[config.mk]
export PLATFORM = sky130hd
export DESIGN_NAME = intrapred_sched
export DESIGN_NICKNAME = d
export VERILOG_FILES = /design/src/rtl/intrapred_pkg.sv /design/src/rtl/intrapred_stage_pipe.sv /design/src/rtl/intrapred_sched.sv
export SDC_FILE = /design/constraint.sdc
export NUM_CORES = 1
export LEC_CHECK = 0
export ABC_AREA = 1
export CAP_MARGIN = 10
export CORE_UTILIZATION = 52
export DETAILED_ROUTE_END_ITERATION = 7
export PLACE_DENSITY = 0.82
export SLEW_MARGIN = 20
export SYNTH_ARGS = -nofsm -noshare
export SYNTH_HDL_FRONTEND = slang
export SYNTH_HIERARCHICAL = 1
export SYNTH_SLANG_ARGS = --single-unit
[constraint.sdc]
create_clock -name clk -period 2.85 [get_ports clk]
set_input_delay 0.285 -clock clk [delete_from_list [all_inputs] [get_ports clk]]
set_output_delay 0.285 -clock clk [all_outputs]
set_load 0.005 [all_outputs]
[src/rtl/intrapred_pkg.sv]
// rtl/intrapred_pkg.sv - shared constants and state type for the intra-prediction scheduler
package intrapred_pkg;
  localparam int NUM_STAGES = 5;

  localparam int STG_EXT = 0;
  localparam int STG_MOD = 1;
  localparam int STG_RES = 2;
  localparam int STG_SAD = 3;
  localparam int STG_SAV = 4;

  typedef enum logic [1:0] {IDLE, RUN, DRAIN, DONE} sched_state_t;
endpackage

[src/rtl/intrapred_stage_pipe.sv]
// rtl/intrapred_stage_pipe.sv - valid/tag shift register with hold and flush
module intrapred_stage_pipe #(
  parameter int DEPTH = 5,
  parameter int TAG_W = 13
) (
  input  logic                   clk,
  input  logic                   reset,
  input  logic                   shift,
  input  logic                   flush,
  input  logic                   in_valid,
  input  logic [TAG_W-1:0]       in_tag,
  output logic [DEPTH-1:0]       valid,
  output logic [DEPTH*TAG_W-1:0] tag
);

  // Flush only clears occupancy; stale tags are harmless once valid is low.
  always_ff @(posedge clk or posedge reset) begin
    if (reset) begin
      valid <= '0;
      tag   <= '0;
    end else if (flush) begin
      valid <= '0;
    end else if (shift) begin
      valid <= {valid[DEPTH-2:0], in_valid};
      tag   <= {tag[(DEPTH-1)*TAG_W-1:0], in_tag};
    end
  end

endmodule

[src/rtl/intrapred_sched.sv]
// rtl/intrapred_sched.sv - issues macroblock numbers into the five-stage intra-prediction pipeline
module intrapred_sched
  import intrapred_pkg::*;
#(
  parameter int MB_NUMBER_BITS = 12
) (
  input  logic                                   clk,
  input  logic                                   reset,
  input  logic                                   enable,
  input  logic                                   start,
  input  logic                                   abort,
  input  logic [MB_NUMBER_BITS:0]                num_mbs,
  input  logic                                   out_ready,
  output logic [NUM_STAGES-1:0]                  stage_en,
  output logic [NUM_STAGES*(MB_NUMBER_BITS+1)-1:0] stage_mb,
  output logic                                   busy,
  output logic                                   done,
  output logic [MB_NUMBER_BITS:0]                issued
);

  localparam int MBW = MB_NUMBER_BITS + 1;
  localparam logic [MBW-1:0] ONE = MBW'(1);

  sched_state_t          state;
  logic [MBW-1:0]        num_mbs_q;
  logic [NUM_STAGES-1:0] valid;

  logic           advance;
  logic           start_ok;
  logic [MBW-1:0] eff_num;
  logic [MBW-1:0] base;
  logic           issue;
  logic           last_issue;

  // An accepted start issues macroblock 0 on the same edge, so the frame
  // length and counter base come from the inputs rather than the registers.
  always_comb begin
    advance    = enable & out_ready;
    start_ok   = (state == IDLE) & start;
    eff_num    = start_ok ? num_mbs : num_mbs_q;
    base       = start_ok ? '0 : issued;
    issue      = advance & ((state == RUN) | (start_ok & (num_mbs != '0)));
    last_issue = issue & (base == eff_num - ONE);
  end

  assign stage_en = valid & {NUM_STAGES{advance}};

  intrapred_stage_pipe #(
    .DEPTH (NUM_STAGES),
    .TAG_W (MBW)
  ) u_pipe (
    .clk      (clk),
    .reset    (reset),
    .shift    (advance),
    .flush    (abort),
    .in_valid (issue),
    .in_tag   (base),
    .valid    (valid),
    .tag      (stage_mb)
  );

  always_ff @(posedge clk or posedge reset) begin
    if (reset) begin
      state     <= IDLE;
      issued    <= '0;
      num_mbs_q <= '0;
      busy      <= 1'b0;
      done      <= 1'b0;
    end else if (abort) begin
      state  <= IDLE;
      issued <= '0;
      busy   <= 1'b0;
      done   <= 1'b0;
    end else begin
      done <= 1'b0;
      case (state)
        IDLE: begin
          if (start) begin
            num_mbs_q <= num_mbs;
            issued    <= issue ? ONE : '0;
            if (num_mbs == '0) begin
              state <= DONE;
              done  <= 1'b1;
            end else begin
              state <= last_issue ? DRAIN : RUN;
              busy  <= 1'b1;
            end
          end
        end
        RUN: begin
          if (issue) begin
            issued <= issued + ONE;
            if (last_issue) state <= DRAIN;
          end
        end
        DRAIN: begin
          // Finish on the edge that shifts the last macroblock out of save.
          if (advance && valid[STG_SAD:STG_EXT] == '0) begin
            state <= DONE;
            busy  <= 1'b0;
            done  <= 1'b1;
          end
        end
        DONE: state <= IDLE;
        default: state <= IDLE;
      endcase
    end
  end

endmodule

; ---- Word-level counts from Yosys, hierarchy flattened
; Cells that the tools add are included.
; W data, S select, Z words.
[classes]
n_addsub = 2
n_eq_ne = 9
muxes = 27
bitwise = 8
reduce_logical = 13
[op_table]
columns = cell, n
row1 = $mux W13, 5
row2 = $pmux W13 S2, 1
row3 = $ne A3 B3 Y1 const B, 5
row4 = $mux W2, 7
row5 = $add A13 B1 Y13 const B, 1
row6 = $eq A13 B13 Y1, 1
row7 = $logic_not A13 Y1, 1
row8 = $reduce_bool A13 Y1, 1
row9 = $sub A13 B1 Y13 const B, 1
row10 = $mux W5, 2
row11 = $mux W1, 9
row12 = $pmux W2 S4, 1
row13 = $reduce_and A4 Y1, 2
row14 = $reduce_and A3 Y1, 2
row15 = $reduce_bool A3 Y1, 2
row16 = $and A1 B1 Y1, 5
row17 = $and A5 B5 Y5, 1
row18 = $eq A2 B2 Y1 const B, 2
row19 = $logic_not A4 Y1, 1
row20 = $pmux W1 S2, 2
row21 = $eq A2 B1 Y1 const B, 1
row22 = $logic_not A2 Y1, 1
row23 = $reduce_and A2 Y1, 1
row24 = $reduce_bool A2 Y1, 1
row25 = other kinds (3), 3
[word_totals]
reg_bits = 100
in_bits = 19
elab_cells = 66

; ---- Depth between registers and ports, before layout
[logic_depth]
word_depth = 11
depth_mapped = 22
ltp_nobuf = 21

; ---- By module
; Netlist, hierarchy kept.
[by_module_without_submodules]
columns = mod, instances, cells_per_inst, area_per_inst_um2, seq_area_each_um2
row1 = intrapred_stage_pipe, 1, 306, 2791.4, 1751.7
row2 = intrapred_sched, 1, 414, 2563.7, 750.7

; ---- Least setup slack after synthesis
; Ideal clock, no wire load.
[synth_path]
path_type = reg2reg
from = register state[0]
to = register state[0]
setup_ps = 117
arrival_time_ps = 2379
required_ps = 2733
setup_slack_ps = 355
stages_incl_launch_ff = 21
synth_period_minus_slack_ps = 2495
cell_sequence = dfrtp_1 > inv_1 > ha_1 > nand2_2 > buf_6 > nand2_1 > nand2_1 > ha_1 > nand3_1 > inv_1 > nand2_1 > nor2_2 > nand2_1 > nand3_1 > nand3_1 > nor2_1 > nand3_2 > nand2_1 > nand2_1 > nand2_1 > nand2_1
[synth_via]
elab_chain_len = 11
[synth_rtl]
columns = item, line
row1 = "start, declared", intrapred_sched.sv:24  ; sched_state_t state;
row2 = "start signal, assigned", intrapred_sched.sv:85  ; state <= last_issue ? DRAIN : RUN;
row3 = $logic_not A2 Y1, "intrapred_sched.sv:39, intrapred_sched.sv:76"
row4 = $and A1 B1 Y1, intrapred_sched.sv:39  ; start_ok = (state == IDLE) & start;
row5 = $mux W13 / $and A1 B1 Y1 (equally long branches), "intrapred_sched.sv:40, intrapred_sched.sv:42"
row6 = $sub A13 B1 Y13 / $or A1 B1 Y1 (equally long branches), "intrapred_sched.sv:43, intrapred_sched.sv:42"
row7 = $eq A13 B13 Y1 / $and A1 B1 Y1 (equally long branches), "intrapred_sched.sv:43, intrapred_sched.sv:42"
row8 = $and A1 B1 Y1, intrapred_sched.sv:43  ; last_issue = issue & (base == eff_num - ONE);
row9 = $mux W2, intrapred_sched.sv:85
row10 = $mux W2, intrapred_sched.sv:81  ; if (num_mbs == '0) begin
row11 = $mux W2, intrapred_sched.sv:78  ; if (start) begin
row12 = $pmux W2 S4, intrapred_sched.sv:76  ; case (state)
row13 = $mux W2, intrapred_sched.sv:69  ; end else if (abort) begin
; Several ways; a longest one is shown, not always the timed one. The select of a mux whose other input is x is not followed.
; A chain may end at the register's enable or synchronous reset.

; ---- Final worst setup path
[layout_path]
from = register state[1]
to = register state[0]
; Same word-level chain as after synthesis.

==> results.tsv <==
metric	value	unit
setup_slack	0.246	ns
synth.distinct_cells	37	
critPathKind	flip-flop to flip-flop	
drc	0	
hpwlAfterDp	9940	um
ant_nets	0	
synth_edf_count	0	
pwr-share-comb	37.7	%
reg2reg_from	state[1]$_DFFE_PP0P_	
reg2regPathDepth	19	
final_area	6690	sq um
p_clk_share	22.4	%
wl	13800	um
finalCritPeriodShare	91.4	%
setup_tns	0	ns
synth_common_cells	262 x nand2_1, 109 x nand3_1, 100 x dfrtp_1, 74 x inv_1, 52 x nor2_1	
antenna_found_initial	0	
drive_gt1_share	8.63	%
route.vias.total	5036	
cts_setup_buffers	0	
hold_buffers	0	
synth.area.top_cells	dfrtp_1 47%, nand2_1 18%, nand3_1 10%, inv_1 5.2%, nor2_1 3.6%	
gp_congestion	0.941	
nFillCells	791	
initial_utilization	54.3	%
first_pass_iters	6	
nets	844	
routedWlPerCell	14.4	um
clock.fmax	384	MHz
tritoncts	yes	
fin_cells	956	
worstPathArrival	2.86	ns
grt_use_total	27.0	%
syn_to_final_growth	24.8	%
cts_num_sinks	100	
placed_cell_area	6470	sq um
ir_worst_vdd	0.000404	V
rows	36	
vias_per_cell	5.27	
grt_pass1_vias	4638	
worstSkewPairLatency	0.37	ns
p_leak	3.41	nW
port_buffers	103	
cellPowerDensity	639	nW/um^2
synth_top_area_share	46.7	%
post-route-min-period	2.60	ns
synth_warnings	6	
syn_area_per_cell	7.44	sq um
maxSlewHeadroom	45.2	%
worstPathRequired	3.11	ns
dp_cells	941	
syn-num-nets	745	
n_antenna_cell	0	
hold_viol	0	
reg2reg_slack	0.25	ns
clock_skew	0.0102	ns
rsz0062_at_grt	no	
grt_start_max_net_pins	71	
core	9860	sq um
clkTransAtPathRegs	0.10	ns
grt_pass1_wl	22100	um
die_x	103	um
async_flop_share	100	%
io_pins	104	
yosys_register_bits	100	
r2r_end	state[0]$_DFFE_PP0P_	
ctsHtreeMaxLevel	3	
syn_inst	720	
dr.first_iter.drc_count	448	
yosysMostFrequentCell	nand2_1	
status	finished, final reports clean	
place_ws	0.121	ns
yosys.area.top_type	dfrtp_1	
pwr-share-seq	39.9	%
die_h	103	um
seq_area_frac_synth	46.7	%
slew_violations	0	
cp-start-kind	flip-flop	
cts-buffers-inserted	9	
setup_viol	0	
die_area	10700	sq um
grt_remaining_overflow	0	
syn_area	5360	sq um
netSwitchingPower	1.67	mW
postCtsResizedCells	0	
switching_share	39.1	%
clockBufferDepth	2	
drv_cap	0	
p_int	2.60	mW
cts-root-buf	clkbuf_8	
holdCritPathClass	input pin to async pin	
tightest_slew	0.820	ns
cp-end-kind	flip-flop	
crit_path_max_fanout	6	
synth_flop_cell	dfrtp_1	
-- worst max-delay path: stages (launching register included) --
cell     delay [ns]
dfrtp_1        0.39
inv_1          0.10
ha_4           0.20
nand2_2        0.10
nand2_1        0.06
nand2_1        0.12
ha_1           0.20
nand3_1        0.17
inv_2          0.11
nand2_1        0.09
nor2_2         0.16
nand3_1        0.11
nand3_1        0.10
nand2_1        0.08
nor2_2         0.14
nand3_2        0.11
nand2_1        0.07
nand2_1        0.06
nand2_1        0.07
nand2_1        0.06
-- layout make-up --
cell class	count	area (sq um)	share of cell area, %
Clock inverter	6	76.3	1.14
Inverter	79	297	4.44
Tap cell	133	166	2.49
Sequential cell	100	2500	37.4
Timing Repair Buffer	117	1150	17.2
Multi-Input combinational cell	512	2370	35.5
Clock buffer	9	124	1.85
-- power groups by stage --
stage	Sequential (mW)	Clock (mW)	Combinational [mW]
CTS	1.70	0.967	1.57
global route	1.72	1.01	1.79
global placement	1.72	0	1.50
detailed placement	1.73	0	1.56
finish	1.70	0.957	1.61
floorplan	1.70	0	1.11
-- how the worst max path moves through the flow --
stage | endpoint | from | cells past startpoint | slack [ns]
after floorplan | state[0]$_DFFE_PP0P_ | state[0]$_DFFE_PP0P_ | 20 | 0.35
after global placement | state[0]$_DFFE_PP0P_ | start | 18 | 0.26
after detailed placement | state[0]$_DFFE_PP0P_ | start | 17 | 0.12
after CTS | state[0]$_DFFE_PP0P_ | state[0]$_DFFE_PP0P_ | 18 | 0.1
after global routing | state[0]$_DFFE_PP0P_ | state[1]$_DFFE_PP0P_ | 21 | 0.02
final | state[0]$_DFFE_PP0P_ | state[1]$_DFFE_PP0P_ | 19 | 0.25
-- layer usage --
| layer | GRT usage (%) | part of all wire, % | up-vias |
|---|---|---|---|
| met5 | 0 | 0 | - |
| met4 | 9.64 | 2.0 | 0 |
| met3 | 4.30 | 5.6 | 20 |
| met2 | 41.5 | 46 | 176 |
| met1 | 39.0 | 46 | 2379 |
| li1 | - | - | 2461 |
-- cell families after synthesis --
| group | after synthesis | share of synthesized area, % |
|---|---|---|
| adders and majority gates | 6 | 1.40 |
| AOI/OAI and AO/OA | 38 | 4.39 |
| and+or+nand+nor | 462 | 37.2 |
| buffers and inverters | 108 | 9.28 |
| DFF | 100 | 46.7 |
| xor gates and xnor gates | 6 | 0.981 |
-- per-stage QoR --
stage                     hold slack (ns)  util (%)  power (mW)
after global routing                0.418      67.8        4.53
after CTS                           0.373      67.6        4.23
after detailed placement            0.460      65.6        3.28
final                               0.354      67.8        4.27
after floorplan                     0.376         -        2.81
after global placement              0.453      65.6        3.22
-- flip-flops by register name (all words and copies together) (netlist names) --
name          flops
num_mbs_q        13
state             2
u_pipe/tag       65
busy              1
done              1
u_pipe/valid      5
issued           13
-- cell usage in the layout (no fill, tap or decap), drive strengths merged --
cell           count
o31ai              1
a221oi             1
o2111ai            1
nand2            275
xor2               5
xnor2              1
o21bai             2
o211ai             1
o221a              1
clkdlybuf4s50    103
inv               84
a31oi              1
nor3b              1
clkbuf             9
nor4               2
o221ai             1
nor3               7
dfrtp            100
a21oi              9
or2                1
ha                 6
nor2              61
bufinv             1
nand4              4
nand3            111
buf               14
o21ai             20
(Power assumes the default switching activity.)
